`config.mk`:
```
export PLATFORM = sky130hd
export DESIGN_NAME = pattern_merge_scheduler
export DESIGN_NICKNAME = d
export VERILOG_FILES = /design/src/rtl/pattern_merge_scheduler.sv
export SDC_FILE = /design/constraint.sdc
export NUM_CORES = 1
export LEC_CHECK = 0
export ABC_AREA = 1
export CAP_MARGIN = 20
export CORE_MARGIN = 2
export CORE_UTILIZATION = 43
export CTS_CLUSTER_SIZE = 16
export DETAILED_ROUTE_END_ITERATION = 10
export HOLD_SLACK_MARGIN = 0.03
export PLACE_DENSITY = 0.77
export SYNTH_ARGS = -nofsm -noshare
export SYNTH_HDL_FRONTEND = slang
export SYNTH_SLANG_ARGS = --single-unit
```
`constraint.sdc`:
```
create_clock -name blif_clk_net -period 2.2 [get_ports blif_clk_net]
set_input_delay 0.44 -clock blif_clk_net [delete_from_list [all_inputs] [get_ports blif_clk_net]]
set_output_delay 0.44 -clock blif_clk_net [all_outputs]
set_load 0.005 [all_outputs]
```
`src/rtl/pattern_merge_scheduler.sv`:
```
// Round-robin scheduler sharing one merged-pattern datapath between NUM_REQ requesters, one request in flight.
// Optional feature: define PMS_STATS_EN for per-requester saturating response counters (stats_sel/stats_clr/stats_cnt).
module pattern_merge_scheduler #(
    parameter int NUM_REQ = 4,
    parameter int IN_W    = 11,
    parameter int OUT_W   = 9,
    parameter int LATENCY = 3,
    parameter int ID_W    = $clog2(NUM_REQ)
) (
    input  logic                    blif_clk_net,
    input  logic                    blif_reset_net,
    input  logic [NUM_REQ-1:0]      req_valid,
    input  logic [NUM_REQ*IN_W-1:0] req_data,
    output logic [NUM_REQ-1:0]      req_ready,
    output logic [IN_W-1:0]         dp_in,
    output logic                    dp_clr,
    input  logic [OUT_W-1:0]        dp_out,
    output logic                    rsp_valid,
    input  logic                    rsp_ready,
    output logic [ID_W-1:0]         rsp_id,
    output logic [OUT_W-1:0]        rsp_data,
    output logic                    busy
`ifdef PMS_STATS_EN
    ,
    input  logic [ID_W-1:0]         stats_sel,
    input  logic                    stats_clr,
    output logic [15:0]             stats_cnt
`endif
);

    localparam logic [1:0] ST_CLR  = 2'd0;
    localparam logic [1:0] ST_IDLE = 2'd1;
    localparam logic [1:0] ST_RUN  = 2'd2;
    localparam logic [1:0] ST_RESP = 2'd3;

    logic [1:0]       state_q, state_d;
    logic [ID_W-1:0]  rr_ptr_q, rr_ptr_d;
    logic [IN_W-1:0]  dp_in_q, dp_in_d;
    logic             rsp_valid_q, rsp_valid_d;
    logic [ID_W-1:0]  rsp_id_q, rsp_id_d;
    logic [OUT_W-1:0] rsp_data_q, rsp_data_d;
    logic [3:0]       hold_cnt_q, hold_cnt_d;

    logic             grant_found;
    logic [ID_W-1:0]  grant_id;
    logic [ID_W-1:0]  cand;
    int               scan;
    logic [IN_W-1:0]  grant_data;

    // Scan downwards from the farthest offset so the requester closest to rr_ptr wins last.
    always_comb begin
        grant_found = 1'b0;
        grant_id    = '0;
        cand        = '0;
        scan        = 0;
        for (int k = NUM_REQ - 1; k >= 0; k--) begin
            scan = int'(rr_ptr_q) + k;
            if (scan >= NUM_REQ) scan = scan - NUM_REQ;
            cand = ID_W'(scan);
            if (req_valid[cand]) begin
                grant_found = 1'b1;
                grant_id    = cand;
            end
        end
    end

    always_comb begin
        grant_data = '0;
        for (int i = 0; i < NUM_REQ; i++) begin
            if (grant_id == ID_W'(i)) grant_data = req_data[i*IN_W +: IN_W];
        end
    end

    always_comb begin
        state_d     = state_q;
        rr_ptr_d    = rr_ptr_q;
        dp_in_d     = dp_in_q;
        rsp_valid_d = rsp_valid_q;
        rsp_id_d    = rsp_id_q;
        rsp_data_d  = rsp_data_q;
        hold_cnt_d  = hold_cnt_q;
        case (state_q)
            ST_CLR: state_d = ST_IDLE;
            ST_IDLE: begin
                if (grant_found) begin
                    dp_in_d    = grant_data;
                    rsp_id_d   = grant_id;
                    hold_cnt_d = 4'(LATENCY - 1);
                    state_d    = ST_RUN;
                end
            end
            ST_RUN: begin
                if (hold_cnt_q == 4'd0) begin
                    rsp_data_d  = dp_out;
                    rsp_valid_d = 1'b1;
                    state_d     = ST_RESP;
                end else begin
                    hold_cnt_d = hold_cnt_q - 4'd1;
                end
            end
            ST_RESP: begin
                if (rsp_ready) begin
                    rsp_valid_d = 1'b0;
                    dp_in_d     = '0;
                    rr_ptr_d    = (rsp_id_q == ID_W'(NUM_REQ - 1)) ? '0 : rsp_id_q + 1'b1;
                    state_d     = ST_IDLE;
                end
            end
            default: state_d = ST_CLR;
        endcase
    end

    always_ff @(posedge blif_clk_net) begin
        if (blif_reset_net) begin
            state_q     <= ST_CLR;
            rr_ptr_q    <= '0;
            dp_in_q     <= '0;
            rsp_valid_q <= 1'b0;
            rsp_id_q    <= '0;
            rsp_data_q  <= '0;
            hold_cnt_q  <= '0;
        end else begin
            state_q     <= state_d;
            rr_ptr_q    <= rr_ptr_d;
            dp_in_q     <= dp_in_d;
            rsp_valid_q <= rsp_valid_d;
            rsp_id_q    <= rsp_id_d;
            rsp_data_q  <= rsp_data_d;
            hold_cnt_q  <= hold_cnt_d;
        end
    end

    // Gate the accept pulse with reset so a requester is never told it was taken while reset is held.
    assign req_ready = (state_q == ST_IDLE && !blif_reset_net && grant_found)
                       ? (NUM_REQ'(1) << grant_id) : '0;
    assign dp_clr    = blif_reset_net | (state_q == ST_CLR);
    assign dp_in     = dp_in_q;
    assign rsp_valid = rsp_valid_q;
    assign rsp_id    = rsp_id_q;
    assign rsp_data  = rsp_data_q;
    assign busy      = (state_q != ST_IDLE);

`ifdef PMS_STATS_EN
    logic [15:0] stats_q [NUM_REQ];

    // Clear has priority over a completing handshake in the same cycle.
    always_ff @(posedge blif_clk_net) begin
        if (blif_reset_net || stats_clr) begin
            for (int i = 0; i < NUM_REQ; i++) stats_q[i] <= '0;
        end else if (rsp_valid_q && rsp_ready && stats_q[rsp_id_q] != 16'hFFFF) begin
            stats_q[rsp_id_q] <= stats_q[rsp_id_q] + 16'd1;
        end
    end

    assign stats_cnt = (int'(stats_sel) < NUM_REQ) ? stats_q[stats_sel] : 16'h0;
`endif

endmodule

```
==> impl_metrics.yaml, run 1 <==
place:
  io_buffer_count: 88
  place_congestion: 0.877
  dp_cells: 486
  placed_cell_area_mm2: 0.00314
  hpwl_mm: 4.51
  place_ws_ns: -0.636
outcome:
  status: "finished with violations"
  violations: "setup timing"
setup_path:
  worstPathCellList: "dlygate4sd2_1 > inv_1 > nand2_4 > nand2_2 > nand2_2 > buf_4 > nand2_1 > nand2_2 > nand2_4 > buf_4 > nor3_2 > buf_2"
  startpoint_type: "primary input"
  path_delay_family: "buffers and inverters"
  critical_path_class: "in -> out"
  r2r_cells: 18
  path_common_cell: "nand2_2"
  r2r_setup_slack_ns: 0.08
  r2r-start: "rr_ptr_q[0]"
  arrival_ns: 1.82
  crit_buf_inv: 5
  critPathMaxStageDelay_ns: 0.29
  reg2reg_to: "dp_in[2]"
  slowest_stage: "dlygate4sd2_1"
  crit_required_ns: 1.76
  worstSetupEndpointType: "primary output"
  cp_max_fo: 4
yosys:
  syn_area_per_cell_um2: 6.20
  ys_warn_count: 0
  syn-instance-count: 331
  synthDominantCellAreaShare_pct: 30.2
  yosys_register_bits: 31
  syn_area_mm2: 0.00205
  synthTopCellsByArea: "dfxtp_1 30%, nand2_1 16%, inv_1 11%, a21oi_1 6.6%, nand3_1 5.1%"
  synth_seq_area_share_pct: 30.2
  synth_top_area_cell: "dfxtp_1"
  synth_cell_types: 28
  synthesis.nets: 397
worst_hold_path:
  min_to: "rsp_data[6]"
  hold_path.class: "reg -> reg"
  whs_path_depth: 2
  worstHoldStart: "rsp_data[6]"
floorplan:
  die_h_um: 73.1
  chipWidth_um: 73.1
  io_pins: 89
  start_util_pct: 44.1
  rows: 25
  die_area_mm2: 0.00534
  core_area_mm2: 0.00466
finish:
  finalInstanceArea_mm2: 0.00343
  fin_cells: 505
  final_cell_mix: "79 x clkdlybuf4s50_1, 66 x nand2_1, 58 x inv_1"
  layout.nets: 517
  drive_gt1_share_pct: 22.8
  final_common_cell: "clkdlybuf4s50_1"
  area_growth_pct: 66.9
  antennaDiodeCount: 0
power:
  p_leak_nw: 1.65
  p_per_area_mw_per_mm2: 957
  power_mw: 3.28
  ir_drop_uv: 636
sta:
  period_minus_slack_ns: 2.26
  setup_viol: 3
  clock_skew_ns: 0.00741
  worstMarginPinSlew_ns: 0.397
  layout_setup_ws_ns: -0.0638
  slew_headroom_pct: 73.3
  period_share_pct: 103
  slew_violations: 0
  rsz0062_at_grt: "true"
  fmax_mhz: 442
  hold_viol: 0
global_route:
  grt_overflow: 0
  grt_pass1_wl_mm: 9.85
  grt_antenna_before_repair: 0
  grt_pass1_vias: 2293
  grt_usage_pct: 23.4
  grt_max_degree: 22
detailed_routing:
  avgViaCountPerCell: 5.02
  vias: 2535
  ant_nets: 0
  drc: 0
  wl_mm: 6.52
  first_pass_iters: 4
  dr.first_iter.drc_count: 103
  wl_per_cell_um: 12.9
cts:
  path_clk_slew_ns: 0.06
  clockBufferDepth: 2
  clk_latency_ns: 0.28
  cts-root-buf: "clkbuf_8"
  numCtsBuffers: 5
  htreeDepth: 2
  cts_num_sinks: 31
  cts_tree: "built"
run:
  cap_violations: 0
==> per-layer routing <==
metal	wire length [um]	global-route usage, %	vias to the layer above
li1	-	-	1284
met1	2800	27.6	1135
met2	3130	41.1	100
met3	424	6.63	16
met4	166	6.79	0
met5	0	0	-
==> power by group <==
group | leakage [nW] | switching (mW) | total (mW) | internal (mW)
Combinational | 1.35 | 0.962 | 1.97 | 1.01
Sequential | 0.255 | 0.113 | 0.860 | 0.747
Clock | 0.0470 | 0.206 | 0.452 | 0.245
==> synth_stat cells <==
library cell,number
a31o_2,1
o21ai_0,20
a21oi_1,27
nand2_4,1
buf_6,3
nand2_2,7
inv_6,1
buf_4,2
inv_2,1
clkbuf_1,4
dfxtp_1,31
a31oi_1,1
or2_1,1
o21ai_1,9
nor3b_1,1
a21oi_2,1
inv_1,61
nor2_1,14
nand2_1,85
nand4_1,12
buf_2,5
o211ai_1,3
or2_2,6
a21boi_0,1
nand3_1,21
nor3_1,5
nand3_2,1
ha_1,6
==> worst reg2reg max path: cells and delay by family (launching register included) <==
| kind | cells | cell delay [ns] |
|---|---|---|
| flip-flops | 1 | 0.38 |
| AND/OR/NAND/NOR | 12 | 0.92 |
| AO/OA/AOI/OAI | 1 | 0.06 |
| buffers and inverters | 5 | 0.63 |
==> through the flow <==
step	TNS [ns]	util, %	hold WS [ns]
4_1_cts	-0.00554	71.4	0.443
6_report	-0.127	73.5	0.443
5_1_grt	-0.487	73.5	0.468
2_1_floorplan	0	-	0.440
3_5_place_dp	-5.25	67.4	0.434
3_3_place_gp	-4.26	67.4	0.430
==> registers in the layout (all words and copies together), names as in the netlist <==
name        cells
rsp_data        9
rsp_valid       1
dp_in          11
hold_cnt_q      4
state_q         2
rsp_id          2
rr_ptr_q        2
==> cell families (layout without fill, tap and decap cells) <==
logic type / after synthesis / after routing / share of synthesized area (%)
AND/OR/NAND/NOR: 154 / 154 / 33.8
buffers and inverters: 77 / 197 / 16.1
AO/OA/AOI/OAI: 63 / 63 / 16.3
flip-flops: 31 / 31 / 30.2
adder cells (fa/ha/maj): 6 / 6 / 3.66
==> area by class of cell <==
cell class	count	area (um2)
repair buffers	127	1160
multi-input cells	223	1240
clock inverters	1	5.00
clock buffers	6	82.6
fillers	380	1230
inverters	63	244
flip-flops and latches	31	627
well taps	54	67.6
==> worst max-delay path by stage <==
stage / from / endpoint / slack, ns / cells past startpoint
6_report: req_valid[1] / req_ready[2] / -0.06 / 12
5_1_grt: rr_ptr_q[0] / req_ready[2] / -0.13 / 12
4_1_cts: rr_ptr_q[0] / req_ready[1] / -0.006 / 11
3_5_place_dp: req_valid[2] / req_ready[0] / -0.64 / 11
3_3_place_gp: req_valid[2] / req_ready[0] / -0.59 / 11
2_1_floorplan: rr_ptr_q[0] / req_ready[3] / 0.33 / 13
==> timing repair <==
action | 4_1_cts | 5_1_grt
resized for setup | 49 | 20
setup endpoints to repair | 11 | 10
hold buffers | 0 | 0
setup buffers | 9 | 4
endpoints found under the hold margin | 0 | 0
pin swaps | 16 | 15
Note: power is estimated with default switching activity, not from simulation.
==> inputs of run 2 (changes only) <==
--- a/config.mk
+++ b/config.mk
@@ -6,13 +6,14 @@
 export NUM_CORES = 1
 export LEC_CHECK = 0
 export ABC_AREA = 1
-export CAP_MARGIN = 20
+export CAP_MARGIN = 30
 export CORE_MARGIN = 2
 export CORE_UTILIZATION = 43
 export CTS_CLUSTER_SIZE = 16
 export DETAILED_ROUTE_END_ITERATION = 10
 export HOLD_SLACK_MARGIN = 0.03
 export PLACE_DENSITY = 0.77
+export REMOVE_ABC_BUFFERS = 1
 export SYNTH_ARGS = -nofsm -noshare
 export SYNTH_HDL_FRONTEND = slang
 export SYNTH_SLANG_ARGS = --single-unit
==> impl_metrics.yaml, run 2 (synthesis gave the netlist of run 1 again) <==
outcome:
  status: "complete, no violations"
detailed_routing:
  first_pass_iters: 4
  avgViaCountPerCell: 4.90
  drc: 0
  wl_mm: 5.85
  wl_per_cell_um: 11.9
  ant_nets: 0
  vias: 2414
  dr.first_iter.drc_count: 47
worst_hold_path:
  hold_path.class: "reg -> reg"
sta:
  clock_skew_ns: 0.00235
  period_minus_slack_ns: 2.17
  period_share_pct: 98.8
  whs_ns: 0.444
  hold_viol: 0
  slew_violations: 0
  rsz0062_at_grt: "true"
  layout_setup_ws_ns: 0.0255
  fmax_mhz: 460
  slew_headroom_pct: 73.0
  worstMarginPinSlew_ns: 0.402
  setup_viol: 0
finish:
  nFillCells: 404
  largest_register_ffs: 11
  final_common_cell: "clkdlybuf4s50_1"
  area_growth_pct: 61.3
  area.sequential_um2: 628
  antennaDiodeCount: 0
  drive_gt1_share_pct: 20.0
  layout.nets: 505
  final_cell_mix: "79 x clkdlybuf4s50_1, 65 x nand2_1, 58 x inv_1"
  multi_input_area_mm2: 0.00121
power:
  ir_drop_uv: 366
  p_per_area_mw_per_mm2: 941
  power_mw: 3.12
  p_leak_nw: 1.56
setup_path:
  cp.depth: 11
  arrival_ns: 1.73
  critPathMaxStageDelay_ns: 0.40
  reg2reg_to: "dp_in[4]"
  startpoint_type: "register"
  slowest_stage: "dfxtp_4"
  r2r_setup_slack_ns: 0.19
  path_common_cell: "nand2_2"
  crit_required_ns: 1.76
  critical_path_class: "reg -> out"
  worstSetupEndpointType: "primary output"
  crit_buf_inv: 4
  path_delay_family: "simple AND/OR/NAND/NOR gates"
  cp_max_fo: 8
  critPathLaunch: "rr_ptr_q[0]"
  worstPathCellList: "inv_8 > nand2_1 > nand2_2 > nand2_2 > buf_4 > nand2_1 > nand2_2 > nand2_4 > inv_1 > nor3_2 > buf_2"
  r2r_cells: 15
  r2r-start: "rr_ptr_q[0]"
  cp-endpoint: "req_ready[1]"
floorplan:
  die_area_mm2: 0.00534
  rows: 25
  chipWidth_um: 73.1
  start_util_pct: 44.1
  core_area_mm2: 0.00466
  die_h_um: 73.1
  io_pins: 89
global_route:
  grt_max_degree: 22
  grt_pass1_wl_mm: 9.58
  grt_pass1_vias: 2308
  grt_antenna_before_repair: 0
  grt_usage_pct: 22.8
  grt_overflow: 0
cts:
  holdBufCountCts: 0
  clk_latency_ns: 0.28
  cts-root-buf: "clkbuf_8"
  cts_num_sinks: 31
  cts_tree: "built"
  htreeDepth: 2
  numCtsBuffers: 5
  clockBufferDepth: 2
  path_clk_slew_ns: 0.06
place:
  hpwl_mm: 4.59
  place_ws_ns: -0.634
  io_buffer_count: 88
  place_congestion: 0.855
run:
  cap_violations: 0
==> run 2: cell count changes in the layout (fill, tap and decap cells not counted) <==
cell / previous run / this run
nand2_1: 66 / 65
nand2_4: 10 / 8
dfxtp_4: 1 / 2
dfxtp_1: 28 / 29
nor2_1: 11 / 13
nand2_2: 17 / 20
nor2_2: 2 / 1
dfxtp_2: 2 / 0
nand3_2: 3 / 2
nor2_4: 1 / 0
nand3_1: 19 / 20
buf_4: 37 / 26
buf_6: 1 / 0
==> run 2: layer usage <==
layer  GRT usage [%]  wire [um]  part of all wire, %
met4            9.05         76                  1.3
met1            25.3       2460                   42
met2            40.6       2910                   50
met5               0          0                    0
met3            6.63        401                  6.9
==> run 2: worst min-delay path, stage by stage, from the launching register on <==
cell and delay [ns]:
dfxtp_1 0.31, inv_1 0.04, a21oi_1 0.05
==> run 2: stage by stage <==
| step | std cells | instance area [um2] | setup TNS [ns] | util, % |
|---|---|---|---|---|
| floorplan | 317 | 1960 | 0 | - |
| global placement | 484 | 3130 | -3.37 | 67.1 |
| detailed placement | 484 | 3130 | -4.18 | 67.1 |
| CTS | 493 | 3240 | -0.0187 | 69.6 |
| global route | 493 | 3310 | -0.326 | 71.1 |
| finish | 493 | 3310 | 0 | 71.1 |
==> run 2: layout make-up <==
class | instances | area share [%]
clock buffers | 6 | 2.49
multi-input cells | 223 | 36.7
flip-flops and latches | 31 | 19.0
well taps | 54 | 2.04
clock inverters | 1 | 0.151
inverters | 63 | 7.37
repair buffers | 115 | 32.3
==> run 2: worst min path at each step <==
stage,from,to,cells after the start
final,rsp_data[6],rsp_data[6],2
after global routing,rsp_data[4],rsp_data[4],2
after CTS,rsp_data[0],rsp_data[0],2
after detailed placement,rsp_data[0],rsp_data[0],2
after global placement,rsp_data[0],rsp_data[0],2
after floorplan,hold_cnt_q[0],hold_cnt_q[0],2
==> run 2: where the power goes <==
| group | internal, mW | total (mW) | switching, mW |
|---|---|---|---|
| clock network | 0.245 | 0.444 | 0.199 |
| registers | 0.746 | 0.864 | 0.118 |
| logic | 0.904 | 1.81 | 0.904 |
==> run 2: what timing repair did <==
item / CTS / global route
setup buffers: 3 / 0
setup endpoints to repair: 5 / 6
gates resized for setup: 40 / 22
cloned: 0 / 0
hold endpoints to repair: 0 / 0
pin swaps: 12 / 11
==> inputs of run 3 (changes only) <==
--- a/config.mk
+++ b/config.mk
@@ -9,11 +9,14 @@
 export CAP_MARGIN = 30
 export CORE_MARGIN = 2
 export CORE_UTILIZATION = 43
+export CTS_CLUSTER_DIAMETER = 30
 export CTS_CLUSTER_SIZE = 16
 export DETAILED_ROUTE_END_ITERATION = 10
 export HOLD_SLACK_MARGIN = 0.03
 export PLACE_DENSITY = 0.77
+export RECOVER_POWER = 50
 export REMOVE_ABC_BUFFERS = 1
+export SETUP_SLACK_MARGIN = 0.3
 export SYNTH_ARGS = -nofsm -noshare
 export SYNTH_HDL_FRONTEND = slang
 export SYNTH_SLANG_ARGS = --single-unit
==> impl_metrics.yaml, run 3 (synthesis gave the netlist of run 1 again) <==
power:
  p_sw_mw: 1.39
  clkPwrFrac_pct: 13.0
  p_int_mw: 2.03
  p_sw_share_pct: 40.6
  combinationalPowerShare_pct: 62.0
  p_per_area_mw_per_mm2: 949
  p_leak_nw: 1.74
  p_seq_share_pct: 25.0
  ir_drop_uv: 374
finish:
  final_common_cell: "nand2_1"
  drive_gt1_share_pct: 25.4
  area_growth_pct: 75.5
  layout.nets: 514
  antennaDiodeCount: 0
  final_cell_mix: "68 x nand2_1, 60 x clkdlybuf4s50_1, 56 x inv_1"
  fin_util_pct: 77.3
  finalInstanceArea_mm2: 0.00360
  largest_register_ffs: 11
  fin_cells: 502
setup_path:
  r2r_setup_slack_ns: 0.12
  worstSetupEndpointType: "primary output"
  r2r_cells: 16
  reg2reg_to: "dp_in[3]"
  critical_path_class: "reg -> out"
  r2r-start: "rr_ptr_q[0]"
  startpoint_type: "register"
  slowest_stage: "dfxtp_2"
  crit_required_ns: 1.76
  arrival_ns: 1.81
  path_common_cell: "nand2_4"
  cp_max_fo: 8
  critPathMaxStageDelay_ns: 0.33
  worstPathCellList: "buf_12 > inv_12 > nand2_4 > nand2_4 > nand2_2 > nand2_4 > nor3_2 > or2_1 > inv_2 > nand2_4 > nor3_2 > buf_2"
detailed_routing:
  drc: 0
  routed.top_layer: "met4"
  wl_met3_um: 441
  wl_mm: 6.88
  dr.first_iter.drc_count: 87
  vias: 2587
  wl_per_cell_um: 13.7
  first_pass_iters: 4
  ant_nets: 0
  avgViaCountPerCell: 5.15
  routed-wl-met2_mm: 3.52
  wl_met1_mm: 2.69
worst_hold_path:
  worstHoldStart: "rsp_data[4]"
  min_to: "rsp_data[4]"
  whs_path_depth: 2
  hold_path.class: "reg -> reg"
global_route:
  grt_overflow: 0
  grt_pass1_wl_mm: 10.7
  grt_antenna_before_repair: 0
  grt_max_degree: 21
  grt_pass1_vias: 2444
  grt_usage_pct: 25.6
cts:
  cts_num_sinks: 31
  numCtsBuffers: 5
  path_clk_slew_ns: 0.06
  clk_latency_ns: 0.28
  htreeDepth: 2
  cts-root-buf: "clkbuf_8"
  cts_tree: "built"
  clockBufferDepth: 2
  holdBufCountCts: 0
sta:
  worstMarginPinSlew_ns: 0.414
  slew_headroom_pct: 72.1
  layout_setup_ws_ns: -0.0493
  clock_skew_ns: 0.00389
  hold_viol: 0
  period_minus_slack_ns: 2.25
  setup_viol: 4
  rsz0062_at_grt: "true"
  slew_violations: 0
  period_share_pct: 102
  fmax_mhz: 445
floorplan:
  chipWidth_um: 73.1
  core_area_mm2: 0.00466
  io_pins: 89
  die_area_mm2: 0.00534
  rows: 25
  die_h_um: 73.1
  start_util_pct: 44.1
place:
  place_ws_ns: -0.634
  dp_cells: 484
  place_congestion: 0.855
  io_buffer_count: 88
  hpwl_mm: 4.59
  placed_cell_area_mm2: 0.00313
run:
  cap_violations: 0
outcome:
  violations: "setup timing"
  status: "finished with violations"
-- run 3: worst max-delay path, delay by kind of cell, from the launching register on --
kind / cells / cell delay, ns
simple gates: 8 / 0.75
buf+inv: 4 / 0.44
flops: 1 / 0.33
-- run 3: power by group through the flow --
stage / sequential, mW / clock (mW) / combinational (mW)
after CTS: 0.856 / 0.457 / 2.03
after global routing: 0.877 / 0.487 / 2.32
after floorplan: 0.869 / 0 / 0.897
final: 0.855 / 0.444 / 2.12
after global placement: 0.860 / 0 / 1.71
after detailed placement: 0.864 / 0 / 1.75
-- run 3: routing by layer --
| layer | global-route usage (%) | vias to the layer above |
|---|---|---|
| li1 | - | 1286 |
| met1 | 28.7 | 1181 |
| met2 | 45.4 | 98 |
| met3 | 7.60 | 22 |
| met4 | 9.05 | 0 |
| met5 | 0 | - |
-- run 3: cell type report --
type | count | area, um2
sequential | 31 | 627
clock buffer | 6 | 82.6
tap | 54 | 67.6
timing repair buffer | 124 | 1220
inverter | 63 | 251
clock inverter | 1 | 5.00
multi-input combinational | 223 | 1350
fill | 357 | 1060
-- run 3: how the worst max path moves through the flow --
stage,cells after the start,endpoint,start
2_1_floorplan,10,req_ready[3],rr_ptr_q[0]
3_3_place_gp,11,req_ready[2],req_valid[2]
3_5_place_dp,11,req_ready[1],req_valid[2]
4_1_cts,12,req_ready[0],rr_ptr_q[0]
5_1_grt,10,req_ready[0],req_valid[1]
6_report,12,req_ready[1],rr_ptr_q[0]
-- run 3: through the flow --
step	total power, mW	hold WS (ns)	setup TNS [ns]
global route	3.69	0.468	-0.623
detailed placement	2.61	0.438	-4.18
CTS	3.35	0.447	-0.153
global placement	2.57	0.431	-3.37
floorplan	1.77	0.434	0
finish	3.42	0.441	-0.154
-- run 3: repair_timing --
item / CTS / global route
pin swaps: 18 / 17
endpoints found under the setup margin: 18 / 18
buffers inserted: 7 / 1
gates resized for setup: 79 / 35
cloned: 3 / 0
